`src/rtl/imem_uart_loader_if.sv`:
```
// Loader-side bus: UART byte strobe in, instruction-memory write port out.
// The master modport is the loader itself; slave is the UART/ROM side.
interface imem_uart_loader_if #(
   parameter int ADDR_W = 14
);
   logic              rx_valid;
   logic [7:0]        rx_data;
   logic              imem_we;
   logic [ADDR_W-1:0] imem_addr;
   logic [31:0]       imem_wdata;

   modport master (
      input  rx_valid,
      input  rx_data,
      output imem_we,
      output imem_addr,
      output imem_wdata
   );

   modport slave (
      output rx_valid,
      output rx_data,
      input  imem_we,
      input  imem_addr,
      input  imem_wdata
   );
endinterface

```
`src/rtl/imem_uart_loader.sv`:
```
// Assembles a length-prefixed big-endian UART byte stream into 32-bit words and
// writes them to the program ROM while holding the CPU in reset.
//
// state    | meaning
// ---------+------------------------------------------------------------
// S_IDLE   | no session since reset; waiting for start
// S_LEN_HI | waiting for word-count high byte
// S_LEN_LO | waiting for word-count low byte; range-checks the count
// S_DATA   | collecting payload bytes, one ROM write per 4 bytes
// S_FIN    | one-cycle gap so cpu_hold drops after the last write
// S_DONE   | load complete, CPU released; waiting for start
// S_ERR    | load aborted, CPU kept held; waiting for start
module imem_uart_loader #(
   parameter int ADDR_W  = 14,
   parameter int TIMEOUT = 1000000
) (
   input  logic                clock,
   input  logic                reset,
   input  logic                start,
   imem_uart_loader_if.master  bus,
   output logic                cpu_hold,
   output logic                done,
   output logic                error,
   output logic [ADDR_W:0]     words_written
);

   typedef enum logic [2:0] {
      S_IDLE,
      S_LEN_HI,
      S_LEN_LO,
      S_DATA,
      S_FIN,
      S_DONE,
      S_ERR
   } state_t;

   localparam int TMR_W = ($clog2(TIMEOUT) > 0) ? $clog2(TIMEOUT) : 1;
   localparam logic [TMR_W-1:0] TMR_LOAD  = TMR_W'(TIMEOUT - 1);
   localparam logic [16:0]      MAX_WORDS = 17'(2 ** ADDR_W);

   state_t            state;
   logic [15:0]       len;
   logic [23:0]       shift;
   logic [1:0]        byte_idx;
   logic [ADDR_W-1:0] word_idx;
   logic [TMR_W-1:0]  tmr;

   logic [15:0] len_next;
   logic        last_word;
   logic        timed;

   assign len_next  = {len[15:8], bus.rx_data};
   assign last_word = ({1'b0, len} == (17'(words_written) + 17'd1));
   assign timed     = (state == S_LEN_HI) || (state == S_LEN_LO) || (state == S_DATA);

   always_ff @(posedge clock or posedge reset) begin
      if (reset) begin
         state          <= S_IDLE;
         len            <= '0;
         shift          <= '0;
         byte_idx       <= '0;
         word_idx       <= '0;
         tmr            <= '0;
         bus.imem_we    <= 1'b0;
         bus.imem_addr  <= '0;
         bus.imem_wdata <= '0;
         cpu_hold       <= 1'b0;
         done           <= 1'b0;
         error          <= 1'b0;
         words_written  <= '0;
      end else begin
         // The write pulse is retired and counted one cycle after it is raised.
         if (bus.imem_we) begin
            bus.imem_we   <= 1'b0;
            word_idx      <= word_idx + 1'b1;
            words_written <= words_written + 1'b1;
         end

         case (state)
            S_IDLE, S_DONE, S_ERR: begin
               if (start) begin
                  state         <= S_LEN_HI;
                  done          <= 1'b0;
                  error         <= 1'b0;
                  cpu_hold      <= 1'b1;
                  words_written <= '0;
                  word_idx      <= '0;
                  byte_idx      <= '0;
                  tmr           <= TMR_LOAD;
               end
            end
            S_LEN_HI: begin
               if (bus.rx_valid) begin
                  len[15:8] <= bus.rx_data;
                  tmr       <= TMR_LOAD;
                  state     <= S_LEN_LO;
               end
            end
            S_LEN_LO: begin
               if (bus.rx_valid) begin
                  len[7:0] <= bus.rx_data;
                  tmr      <= TMR_LOAD;
                  if (len_next == 16'd0) begin
                     state <= S_FIN;
                  end else if ({1'b0, len_next} > MAX_WORDS) begin
                     state <= S_ERR;
                     error <= 1'b1;
                  end else begin
                     state <= S_DATA;
                  end
               end
            end
            S_DATA: begin
               if (bus.rx_valid) begin
                  tmr      <= TMR_LOAD;
                  byte_idx <= byte_idx + 2'd1;
                  if (byte_idx == 2'd3) begin
                     bus.imem_we    <= 1'b1;
                     bus.imem_addr  <= word_idx;
                     bus.imem_wdata <= {shift, bus.rx_data};
                     if (last_word) begin
                        state <= S_FIN;
                     end
                  end else begin
                     shift <= {shift[15:0], bus.rx_data};
                  end
               end
            end
            S_FIN: begin
               state    <= S_DONE;
               done     <= 1'b1;
               cpu_hold <= 1'b0;
            end
            default: begin
               state <= S_IDLE;
            end
         endcase

         // Idle-gap watchdog: reloaded on every accepted byte, expires at zero.
         if (timed && !bus.rx_valid) begin
            if (tmr == '0) begin
               state <= S_ERR;
               error <= 1'b1;
            end else begin
               tmr <= tmr - 1'b1;
            end
         end
      end
   end

endmodule
```
`src/flat_wrapper.sv`:
```
// flat-port wrapper written by rule: the top's interface ports become plain ports
module imem_uart_loader_flat 
#(
   parameter int ADDR_W  = 14,
   parameter int TIMEOUT = 1000000
)
  (clock, reset, start, cpu_hold, done, error, words_written, bus_rx_valid, bus_rx_data, bus_imem_we, bus_imem_addr, bus_imem_wdata);
  imem_uart_loader_if #(.ADDR_W(ADDR_W)) bus_i ();
  input  logic clock;
  input  logic reset;
  input  logic start;
  output logic cpu_hold;
  output logic done;
  output logic error;
  output logic [ADDR_W:0] words_written;
  input wire logic [$bits(bus_i.rx_valid)-1:0] bus_rx_valid;
  input wire logic [$bits(bus_i.rx_data)-1:0] bus_rx_data;
  output wire logic [$bits(bus_i.imem_we)-1:0] bus_imem_we;
  output wire logic [$bits(bus_i.imem_addr)-1:0] bus_imem_addr;
  output wire logic [$bits(bus_i.imem_wdata)-1:0] bus_imem_wdata;
  assign bus_i.rx_valid = bus_rx_valid;
  assign bus_i.rx_data = bus_rx_data;
  assign bus_imem_we = bus_i.imem_we;
  assign bus_imem_addr = bus_i.imem_addr;
  assign bus_imem_wdata = bus_i.imem_wdata;
  imem_uart_loader #(.ADDR_W(ADDR_W), .TIMEOUT(TIMEOUT)) u_core (.clock(clock), .reset(reset), .start(start), .bus(bus_i), .cpu_hold(cpu_hold), .done(done), .error(error), .words_written(words_written));
endmodule
```
`config.mk`:
```
export PLATFORM = sky130hd
export DESIGN_NAME = imem_uart_loader_flat
export DESIGN_NICKNAME = d
export VERILOG_FILES = /design/src/rtl/imem_uart_loader_if.sv /design/src/rtl/imem_uart_loader.sv /design/src/flat_wrapper.sv
export SDC_FILE = /design/constraint.sdc
export NUM_CORES = 1
export LEC_CHECK = 0
export ABC_AREA = 1
export CAP_MARGIN = 20
export CELL_PAD_IN_SITES_DETAIL_PLACEMENT = 1
export CELL_PAD_IN_SITES_GLOBAL_PLACEMENT = 1
export CORE_MARGIN = 4
export CORE_UTILIZATION = 45
export DETAILED_ROUTE_END_ITERATION = 10
export GPL_ROUTABILITY_DRIVEN = 0
export PLACE_DENSITY = 0.89
export SKIP_LAST_GASP = 1
export SYNTH_ARGS = -nofsm -noshare
export SYNTH_HDL_FRONTEND = slang
export SYNTH_SLANG_ARGS = --single-unit
export TNS_END_PERCENT = 20
```
`constraint.sdc`:
```
create_clock -name clock -period 10.2 [get_ports clock]
set_input_delay 1.02 -clock clock [delete_from_list [all_inputs] [get_ports clock]]
set_output_delay 1.02 -clock clock [all_outputs]
set_load 0.05 [all_outputs]
```
==> out/results.tsv <==
metric	value	unit
hold_violations	0	
layout.nets	929	
antenna_found_initial	0	
critPathLaunchType	input port	
cts_sinks	144	
setup.worst_path.end_class	flop	
max_freq	298	MHz
final_cells	1108	
cp_data_arrival_time	3690	ps
vdd_drop_max	0.131	mV
synth.area.top_cells	dfrtp_1 (53%), nand2_1 (13%), o21ai_0 (8.0%), inv_1 (6.1%), nand3_1 (3.5%)	
numPortBuffers	76	
die_x	131	um
synth.cell_area	6800	um^2
grt.met3_usage	5.24	%
fin_util	56.6	%
drt-vias-per-instance	5.45	
dp.final_hpwl	13100	um
antenna_left	0	
areaGrowthSynthToFinish	22.0	%
antenna_cells	0	
clkLatencyLatePin	430	ps
register_area	3600	um^2
skew	10.3	ps
grt_use_met1	31.5	%
num_vias	6042	
ctsResizeCount	0	
io_pins	77	
rsz0062_at_grt	false	
ys_seq_area_share	53.0	%
cts_root_buf	clkbuf_16	
grt.total_usage	25.1	%
leakage	3.78	nW
fillers	1742	
yosys_warnings	0	
worstMarginPinSlew	966	ps
crit_required	10530	ps
postCtsHoldBufs	0	
grt-ovfl-total	0	
fin_area	8290	um^2
post_dp_cell_area	7710	um^2
drc	0	
synth-seq-cells	144	
use_met2	43.6	%
drt-pass1-iter-count	5	
syn_avg_cell_area	8.11	um^2
initial_core_util	46.4	%
fin_crit_sh	32.9	%
first_iter_violations	393	
crit_fanout	48	
post_cts_buffers	0	
hold_path.class	reg -> reg	
synth_top_cell_by_area	dfrtp_1	
cts_tree	yes	
synthCells	838	
syn-num-nets	855	
synth_top_area_share	53.0	%
grt_pass1_vias	6427	
powerDensity	236	nW/um^2
cts_buffers	17	
grt_pass1_wl	33400	um
finalMaxSlewViolations	0	
clkTransAtPathRegs	60	ps
setup_tns	0	ps
drt-wirelength-per-cell	18.2	um
die_y	131	um
final_common_cell	nand2_1	
top_usage_layer	met2	
dp.cells	1076	
cap_viol_max_count	0	
crit_type	in -> reg	
relSlewSlack	35.6	%
multiInputGateArea	2660	um^2
final_cell_mix	nand2_1 (231), dfrtp_1 (144), inv_1 (109)	
htree_num_levels	4	
grt_max_degree	83	
wirelength	20200	um
core	14600	um^2
setup_viol_count_final	0	
min_period	3360	ps
drive_gt1_share	6.39	%
die-area	17100	um^2
synth.distinct_cells	37	
num_rows	44	
outcome	finished clean	
clk_path_buf_depth	2	
==> critical path: stages <==
cell and delay, ps:
clkdlybuf4s50_1 740, nand2_1 160, nor2_1 730, inv_2 490, buf_12 310, o21ai_0 230
==> registers in the layout (all words and copies together), names as in the netlist <==
name,cells
u_core.bus.imem_wdata,32
u_core.shift,24
u_core.tmr,20
u_core.len,16
u_core.words_written,15
u_core.bus.imem_addr,14
u_core.word_idx,14
u_core.state,3
u_core.byte_idx,2
u_core.bus.imem_we,1
u_core.cpu_hold,1
u_core.done,1
u_core.error,1
==> routing by layer <==
| metal | vias to the layer above | routed length (um) |
|---|---|---|
| met5 | - | 0 |
| met4 | 0 | 406 |
| met3 | 40 | 716 |
| met2 | 129 | 10300 |
| met1 | 3034 | 8740 |
| li1 | 2839 | - |
==> per-stage QoR <==
step | power, mW | hold slack, ps | setup WS (ps)
3_3_place_gp | 1.31 | 455 | 6500
3_5_place_dp | 1.34 | 464 | 6170
5_1_grt | 2.06 | 510 | 6700
6_report | 1.95 | 476 | 6840
2_1_floorplan | 1.15 | 450 | 5310
4_1_cts | 1.96 | 479 | 6610
==> cell families after synthesis <==
| logic type | Yosys count | synth area share, % |
|---|---|---|
| flops | 144 | 53.0 |
| xor+xnor | 10 | 1.29 |
| compound gates | 154 | 12.3 |
| buf+inv | 140 | 7.88 |
| simple gates | 382 | 24.1 |
| fa+ha+maj | 5 | 0.920 |
| mux | 3 | 0.442 |
==> Yosys cell counts <==
library cell	n
a211oi_1	2
a21oi_1	23
a21oi_4	2
a22o_1	1
a31oi_1	2
buf_2	5
buf_4	1
clkbuf_1	18
dfrtp_1	144
ha_1	5
inv_1	110
inv_2	6
mux2i_1	3
nand2_1	231
nand2_2	3
nand2_4	2
nand3_1	47
nand3_2	1
nand4_1	15
nor2_1	52
nor2_2	4
nor2_4	4
nor3_1	18
nor3b_1	1
nor3b_2	1
nor4_1	2
o211ai_1	5
o21ai_0	108
o21ai_1	2
o21bai_1	1
o22ai_1	4
o31ai_1	2
o32ai_1	1
o41ai_1	1
or2_2	1
xnor2_1	1
xor2_1	9
==> where the power goes <==
part	switching [mW]	internal (mW)
clock network	0.255	0.348
logic	0.397	0.170
registers	0.0967	0.687
==> final cells by class <==
cell class                 count  share of cell area, %
clock buffer                  19                   5.46
tap                          184                   2.78
timing repair buffer          79                   9.60
inverter                     116                   5.31
multi-input combinational    554                   32.1
clock inverter                12                   1.31
sequential                   144                   43.5
==> path summary, 6_finish.rpt <==
path                            cells past startpoint                       from                   endpoint  slack [ps]
worst max-delay path                                6               bus_rx_valid   u_core.bus.imem_wdata[2]        6840
worst min-delay path                                2  u_core.bus.imem_wdata[31]  u_core.bus.imem_wdata[31]         480
worst max register to register                      7         u_core.bus.imem_we        u_core.word_idx[10]        7390
worst min register to register                      2  u_core.bus.imem_wdata[31]  u_core.bus.imem_wdata[31]         480
max in group asynchronous                           3                      reset  u_core.bus.imem_wdata[29]        7740
min in group asynchronous                           2                      reset   u_core.words_written[13]        1070
(Power assumes the default switching activity.)
